==> config.mk <==
export PLATFORM = sky130hd
export DESIGN_NAME = gremlin_hit_ctl
export DESIGN_NICKNAME = d
export VERILOG_FILES = /design/src/rtl/gremlin_hit_ctl.sv
export SDC_FILE = /design/constraint.sdc
export NUM_CORES = 1
export LEC_CHECK = 0
export CORE_MARGIN = 1
export CORE_UTILIZATION = 55
export DETAILED_ROUTE_END_ITERATION = 7
export GPL_TIMING_DRIVEN = 1
export MAX_ROUTING_LAYER = met4
export PLACE_DENSITY = 0.86
export RECOVER_POWER = 100
export SLEW_MARGIN = 25
export SYNTH_ARGS = -nofsm -noshare
export SYNTH_HDL_FRONTEND = slang
export SYNTH_SLANG_ARGS = --single-unit
==> constraint.sdc <==
create_clock -name clk -period 4.3 [get_ports clk]
set_clock_uncertainty 0.2 [all_clocks]
set_input_delay 0.86 -clock clk [delete_from_list [all_inputs] [get_ports clk]]
set_output_delay 0.86 -clock clk [all_outputs]
set_load 0.02 [all_outputs]
==> src/rtl/gremlin_hit_ctl.sv <==
// Gremlin collision / kill / respawn controller: once per frame, tests each gremlin
// against the car bounding box, disables hit gremlins for a frame count, and keeps score.
module gremlin_hit_ctl #(
  parameter int unsigned GREMW          = 16,
  parameter int unsigned GREMH          = 32,
  parameter int unsigned CARW           = 32,
  parameter int unsigned CARH           = 32,
  parameter int unsigned RESPAWN_FRAMES = 120
) (
  input  logic        clk,
  input  logic        rst,
  input  logic        vsync_in,
  input  logic        game_en,
  input  logic        score_clr,
  input  logic [10:0] car_xpos,
  input  logic [10:0] car_ypos,
  input  logic [23:0] grem0_in,
  input  logic [23:0] grem1_in,
  output logic        grem0_enable,
  output logic        grem1_enable,
  output logic        hit0,
  output logic        hit1,
  output logic [7:0]  score
);

  localparam int unsigned PW = 11;
  localparam int unsigned AW = 12;
  localparam int unsigned CW = 8;
  localparam int unsigned SW = 8;
  localparam int unsigned NG = 2;

  typedef enum logic {
    ALIVE = 1'b0,
    DEAD  = 1'b1
  } state_t;

  typedef struct packed {
    logic          color;
    logic [PW-1:0] xpos;
    logic [PW-1:0] ypos;
    logic          active;
  } grem_t;

  grem_t         w_grem [NG];
  state_t        r_state [NG];
  logic [CW-1:0] r_cnt [NG];
  logic [NG-1:0] r_hit;
  logic [SW-1:0] r_score;
  logic          r_vsync_d;

  logic          w_tick;
  logic [AW-1:0] w_car_x_lo;
  logic [AW-1:0] w_car_x_hi;
  logic [AW-1:0] w_car_y_lo;
  logic [AW-1:0] w_car_y_hi;
  logic [NG-1:0] w_overlap;
  logic [NG-1:0] w_hit_cond;
  logic [SW:0]   w_score_sum;
  logic [SW-1:0] w_score_next;
  logic          w_unused_color;

  assign w_grem[0] = grem_t'(grem0_in);
  assign w_grem[1] = grem_t'(grem1_in);
  assign w_unused_color = w_grem[0].color ^ w_grem[1].color;

  // Frame tick: first cycle vsync is seen high
  assign w_tick = vsync_in & ~r_vsync_d;

  // Car box bounds, 12-bit so the right/bottom edges never wrap
  assign w_car_x_lo = AW'(car_xpos);
  assign w_car_y_lo = AW'(car_ypos);
  assign w_car_x_hi = AW'(car_xpos) + AW'(CARW);
  assign w_car_y_hi = AW'(car_ypos) + AW'(CARH);

  // Strict inequalities: boxes that only share an edge do not collide
  always_comb begin
    w_overlap  = '0;
    w_hit_cond = '0;
    for (int n = 0; n < NG; n++) begin
      w_overlap[n] = (AW'(w_grem[n].xpos) < w_car_x_hi) &&
                     (w_car_x_lo < AW'(w_grem[n].xpos) + AW'(GREMW)) &&
                     (AW'(w_grem[n].ypos) < w_car_y_hi) &&
                     (w_car_y_lo < AW'(w_grem[n].ypos) + AW'(GREMH));
      w_hit_cond[n] = w_overlap[n] & w_grem[n].active & game_en & (r_state[n] == ALIVE);
    end
  end

  // Saturating score increment, one point per gremlin hit this tick
  assign w_score_sum  = {1'b0, r_score} + (SW+1)'(w_hit_cond[0]) + (SW+1)'(w_hit_cond[1]);
  assign w_score_next = w_score_sum[SW] ? {SW{1'b1}} : w_score_sum[SW-1:0];

  // Per-gremlin ALIVE/DEAD FSMs, respawn counters, hit pulses and score
  always_ff @(posedge clk or posedge rst) begin
    if (rst) begin
      r_vsync_d <= 1'b0;
      r_hit     <= '0;
      r_score   <= '0;
      for (int n = 0; n < NG; n++) begin
        r_state[n] <= ALIVE;
        r_cnt[n]   <= '0;
      end
    end else begin
      r_vsync_d <= vsync_in;
      r_hit     <= '0;
      if (w_tick) begin
        for (int n = 0; n < NG; n++) begin
          case (r_state[n])
            ALIVE: begin
              if (w_hit_cond[n]) begin
                r_state[n] <= DEAD;
                r_cnt[n]   <= CW'(RESPAWN_FRAMES - 1);
                r_hit[n]   <= 1'b1;
              end
            end
            DEAD: begin
              if (r_cnt[n] != '0) begin
                r_cnt[n] <= r_cnt[n] - CW'(1);
              end else begin
                r_state[n] <= ALIVE;
              end
            end
            default: r_state[n] <= ALIVE;
          endcase
        end
      end
      if (score_clr) begin
        r_score <= '0;
      end else if (w_tick) begin
        r_score <= w_score_next;
      end
    end
  end

  assign grem0_enable = (r_state[0] == ALIVE);
  assign grem1_enable = (r_state[1] == ALIVE);
  assign hit0         = r_hit[0];
  assign hit1         = r_hit[1];
  assign score        = r_score;

endmodule

---- Yosys cells after proc, flatten, opt, wreduce, memory -nomap -nowiden ----
Cells that the tools add are included.
word-level totals
  bits in registers ....................... 29
  latch bits .............................. 0
  RAM bits ................................ 0
  ROM bits ................................ 0
  bits of input ports ..................... 75
  output and inout port bits .............. 12
  word-level logic and storage cells ...... 68
  memories ................................ 0
cells by class
  add/sub/neg operators ................... 10
  multipliers ............................. 0
  div/mod/pow operators ................... 0
  $lt $le $gt $ge ......................... 8
  eq/ne operators ......................... 4
  shifts and indexed selects .............. 0
  mux-type cells .......................... 18
  bitwise gates (word level) .............. 10
  reduce and logical (&&, ||, !) cells .... 11
operators with widths
  kind                                                                      number
  11-bit by 12-bit < comparator with 1-bit output                           8
  8-bit two-way mux                                                         7
  11-bit by 6-bit adder with 12-bit output (second input constant)          4
  8-bit case mux with 2 select lines                                        2
  11-bit by 5-bit adder with 12-bit output (second input constant)          2
  8-bit nonzero test                                                        2
  8-bit by 1-bit subtractor with 8-bit output (second input constant)       2
  8-bit by 1-bit adder with 9-bit output                                    1
  9-bit by 1-bit adder with 9-bit output                                    1
  2-bit by 1-bit inequality test with 1-bit output (second input constant)  4
  1-bit AND                                                                 7
  1-bit logical AND                                                         6
  1-bit two-way mux                                                         6
  3-bit AND reduction                                                       2
  1-bit case mux with 2 select lines                                        2
  1-bit NOT                                                                 3
  2-bit two-way mux                                                         1
  2-bit nonzero test                                                        1

---- Logic depth before layout (Yosys ltp) ----
Gate-level depths: netlist of run 1.
  depth after elaboration ................. 13
  gate-level depth with buffers ........... 17
  mapped depth without buffers ............ 17

---- Worst setup path after synthesis of run 1 ----
OpenSTA, ideal clock, no wires.
  kind .................................... input port to flip-flop
  start point ............................. input car_xpos[5]
  end point ............................... register r_score[0] (netlist: score[0])
  library setup time ...................... 134 ps
  arrival ................................. 3905 ps
  path slack .............................. 62 ps
  stages .................................. 15
  buffers on the path ..................... 0
  path through ............................ ha_1 nand3_1 xor2_1 ha_1 nand3_1 or3_1 or4_1 o2111ai_2 nor4b_4 fa_1 ha_1 and3_1 and3_1 nand3_1 a211oi_1
between the ends
  cells in the longest elaborated chain, start to end .. 13
  elaborated cells on any way between the ends .. 22
  classes of those cells .................. add/sub: 3; order compare: 4; mux: 3; bitwise: 6; reduce/logical: 6
ends and longest elaborated chain
  what                                             RTL line  text
  start: declaration                               15        input logic [10:0] car_xpos,
  11-bit by 6-bit adder with 12-bit output         72        assign w_car_x_hi = AW'(car_xpos) + AW'(CARW);
  11-bit by 12-bit < comparator with 1-bit output  80        w_overlap[n] = (AW'(w_grem[n].xpos) < w_car_x_hi) &&
  1-bit logical AND                                80
  1-bit logical AND                                81        (w_car_x_lo < AW'(w_grem[n].xpos) + AW'(GREMW)) &&
  1-bit logical AND                                82        (AW'(w_grem[n].ypos) < w_car_y_hi) &&
  1-bit AND (3 in a row)                           84        w_hit_cond[n] = w_overlap[n] & w_grem[n].active & game_en & (r_state[n] == ALIVE);
  8-bit by 1-bit adder with 9-bit output           89        assign w_score_sum = {1'b0, r_score} + (SW+1)'(w_hit_cond[0]) + (SW+1)'(w_hit_cond[1]);
  9-bit by 1-bit adder with 9-bit output *         89
  8-bit two-way mux *                              90        assign w_score_next = w_score_sum[SW] ? {SW{1'b1}} : w_score_sum[SW-1:0];
  8-bit two-way mux *                              128       end else if (w_tick) begin
  8-bit two-way mux *                              126       if (score_clr) begin
  end signal: assignment                           129       r_score <= w_score_next;
  end: declaration                                 48        logic [SW-1:0] r_score;
Every way passes the cells marked *; elsewhere a longest branch is shown, timed or not. The select of a mux whose other input is x is not followed.
A chain may end at the register's enable or synchronous reset.

---- Worst setup path in the final report of run 1 ----
  start point ............................. input car_ypos[5]
  end point ............................... register r_score[4] (netlist: score[4])
between the ends
  cells in the longest elaborated chain, start to end .. 12
  elaborated cells on any way between the ends .. 20
  classes of those cells .................. add/sub: 3; order compare: 4; mux: 3; bitwise: 6; reduce/logical: 4
ends and longest elaborated chain
  what                                             RTL line  text
  start: declaration                               16        input logic [10:0] car_ypos,
  11-bit by 6-bit adder with 12-bit output         73        assign w_car_y_hi = AW'(car_ypos) + AW'(CARH);
  11-bit by 12-bit < comparator with 1-bit output  82
  1-bit logical AND                                81
  1-bit logical AND                                82
  1-bit AND (3 in a row)                           84
  8-bit by 1-bit adder with 9-bit output           89
  9-bit by 1-bit adder with 9-bit output *         89
  8-bit two-way mux *                              90
  8-bit two-way mux *                              128
  8-bit two-way mux *                              126
Marks and branches as above.

==> results of run 1 <==
-- where the power goes --
group / switching (mW) / internal [mW]
Combinational: 0.322 / 0.308
Clock: 0.112 / 0.144
Sequential: 0.0829 / 0.330
-- through the flow --
step	setup TNS (ns)	util [%]
2_1_floorplan	0	-
3_3_place_gp	-4.56	80.3
3_5_place_dp	-5.62	80.3
4_1_cts	0	84.2
5_1_grt	-0.207	86.0
6_report	0	86.0
-- worst reg2reg max path, cell delays in order, from the launching register on --
cell and delay (ns):
dfrtp_1 0.50, clkinv_1 0.23, and4_1 0.27, o2111ai_4 0.14, nor4b_4 0.31, fa_2 0.32, ha_4 0.16, and3_4 0.19
and3_4 0.22, nand3_4 0.14, a211oi_2 0.25
-- state kept, by name (all words and copies together), names as in the netlist --
name and count:
score 8, r_state 2, r_hit 2, r_vsync_d 1, r_cnt 16
-- cell usage after synthesis (6+ instances only) --
master	number	area (um2)
o21ai_0	23	115
xnor2_1	10	87.6
and3_1	19	119
ha_1	89	1110
nand3_1	37	185
a211oi_1	10	75.1
dfrtp_1	29	726
xor2_1	16	140
a21oi_1	36	180
clkbuf_1	6	22.5
nand2b_1	7	43.8
inv_1	43	161
o21a_1	7	52.6
a21o_1	11	82.6
nor3_1	13	65.1
nand2_1	30	113
nor2_1	26	97.6
-- cells in the final DEF (no fill, tap or decap), types with 8 or more instances in the layout --
cell,Yosys,routed
buf_4,0,87
ha_1,89,82
clkdlybuf4s50_1,0,52
inv_1,43,42
a21oi_1,36,32
nand2_1,30,30
nand3_1,37,30
dfrtp_1,29,29
nor2_1,26,25
o21ai_0,23,22
and3_1,19,15
dlygate4sd3_1,0,14
xor2_1,16,13
nor3_1,13,12
a21o_1,11,11
xnor2_1,10,9
dlymetal6s2s_1,0,8
-- cell families (layout without fill, tap and decap cells) --
group	count (synthesis)	count (layout)	synth area share, %
buffers and inverters	51	228	4.87
AND/OR/NAND/NOR	160	160	21.2
XOR/XNOR	26	26	5.79
flip-flops	29	29	18.5
AO/OA/AOI/OAI	115	115	19.9
multiplexers	3	3	0.923
adder cells (fa/ha/maj)	90	90	28.8
-- per-layer routing --
metal | global-route usage (%) | routed length (um) | up-vias
met4 | 17.3 | 723 | 0
met3 | 5.24 | 728 | 88
met1 | 38.1 | 5130 | 2169
li1 | - | - | 2084
met5 | - | 0 | -
met2 | 69.0 | 6950 | 219
-- final cells by class --
| class | instances | area, um2 |
|---|---|---|
| multi-input cells | 394 | 3250 |
| repair buffers | 176 | 1520 |
| fillers | 392 | 953 |
| flip-flops and latches | 29 | 726 |
| inverters | 44 | 165 |
| well taps | 96 | 120 |
| clock buffers | 7 | 96.3 |
| clock inverters | 1 | 5.00 |
-- what timing repair did --
item,in CTS,in global routing
pin swaps,17,18
endpoints found under the setup margin,8,8
gates resized for setup,39,44
buffers inserted,5,4
hold buffers,0,0
-- final timing paths --
| kind | start | cells past startpoint | to | slack, ns |
|---|---|---|---|---|
| min in group asynchronous | rst | 2 | score[0] | 1.10 |
| max in group asynchronous | rst | 2 | r_cnt[2] | 2.12 |
| worst max-delay path | car_ypos[5] | 19 | score[4] | 0.05 |
| worst min register to register | r_cnt[15] | 1 | r_cnt[15] | 0.35 |
| worst min-delay path | r_cnt[15] | 1 | r_cnt[15] | 0.35 |
| worst max register to register | r_state[1] | 10 | score[4] | 1.29 |
==> results.py, run 1 <==
metrics = {
    "timing": {
        "drv_slew": 0,
        "fin_ws_ns": 0.0470,
        "fin_hold_ws_ns": 0.349,
        "timing.fmax_mhz": 235,
        "tightest_slew_ns": 1.13,
        "min_period_over_period_pct": 98.9,
        "hold_viol_final": 0,
        "relSlewSlack_pct": 24.3,
        "layout_min_cycle_time_ns": 4.25,
        "setup_viol": 0,
    },
    "logic_synthesis": {
        "synth.distinct_cells": 56,
        "synth_warnings": 0,
        "synthCells": 474,
        "syn-cell-area_um2": 3930,
        "synthFlopType": "dfrtp_1",
        "ys_ff_latch": 29,
        "postSynthAreaPerCell_um2": 8.29,
        "synth_edf_count": 0,
        "syn-num-nets": 639,
        "synthArstFlopShare_pct": 100,
        "ys_seq_area_share_pct": 18.5,
    },
    "placed_design": {
        "place_hpwl_um": 9680,
        "routabilityCongestion": 0.919,
        "place.port_buffers": 84,
        "placed_cell_area_um2": 5490,
        "dp_slack_ns": -0.738,
        "dpl.cell_count": 730,
    },
    "floorplanning": {
        "die_x_um": 86.5,
        "coreArea_um2": 6830,
        "start_util_pct": 57.5,
        "pin_count": 87,
        "die_area_um2": 7490,
        "num_rows": 30,
        "fp.dieH_um": 86.5,
    },
    "final_layout": {
        "synthToLayoutAreaGrowth_pct": 49.6,
        "antenna_cells": 0,
        "stdcell_count": 747,
        "design_area_um2": 5880,
        "layout.nets": 815,
        "drive_gt1_share_pct": 23.5,
    },
    "worst_setup_path": {
        "crit_path_max_fanout": 6,
        "arrival_ns": 4.26,
        "worstPathCellList": "dlygate4sd2_1, ha_4, nand3_2, xor2_1, buf_4, buf_4, ha_1, a21o_1, a21oi_1, o2111ai_1, nor3_2, nand4_1, inv_2, fa_2, ha_4, and3_4, and3_4, nand3_4, a211oi_2",
        "cpPeakStageDelay_ns": 0.29,
        "critPathRequiredTime_ns": 4.30,
        "crit_family": "simple AND/OR/NAND/NOR gates",
        "cp_slowest_cell": "ha_1",
        "worstSetupEndpointType": "flip-flop",
        "crit_buf_inv": 4,
        "path_class": "input port to flip-flop",
        "start_kind": "input port",
    },
    "clock_network": {
        "h-tree-depth": 2,
        "clock_latency_ns": 0.29,
        "cts_num_sinks": 29,
        "numCtsBuffers": 5,
        "cts_tree": "built",
        "root_buffer": "clkbuf_8",
        "cts_max_path_buffers": 2,
        "path_clk_slew_ns": 0.06,
    },
    "hold_path": {
        "holdCritPathClass": "flip-flop to flip-flop",
    },
    "global_routing": {
        "grt_overflow": 0,
        "antenna_found_initial": 0,
        "track_usage_pct": 37.0,
        "grt_pass1_vias": 4659,
        "grt_pass1_wl_um": 21100,
        "grt_start_max_net_pins": 30,
    },
    "pwr": {
        "p_per_area_nw_per_um2": 221,
        "p_leak_nw": 2.89,
        "power_mw": 1.30,
        "vdd_drop_max_v": 0.000318,
    },
    "drt": {
        "first_iter_violations": 284,
        "drc_errors": 0,
        "routed_wl_um": 13500,
        "vias": 4560,
        "antenna_left": 0,
        "wire_per_inst_um": 18.1,
        "viasPerCell": 6.10,
        "dr.pass1.iters": 6,
    },
    "job": {
        "drv_cap": 0,
    },
    "run_status": {
        "status": "finished, final reports clean",
    },
}
No activity file was read; power rests on OpenSTA's default activity.
==> run 2, diff against run 1 <==
--- a/config.mk
+++ b/config.mk
@@ -5,6 +5,7 @@
 export SDC_FILE = /design/constraint.sdc
 export NUM_CORES = 1
 export LEC_CHECK = 0
+export CAP_MARGIN = 20
 export CORE_MARGIN = 1
 export CORE_UTILIZATION = 55
 export DETAILED_ROUTE_END_ITERATION = 7
==> results of run 2 <==
No change in the layout: final DEF, timing and power equal those of run 1.
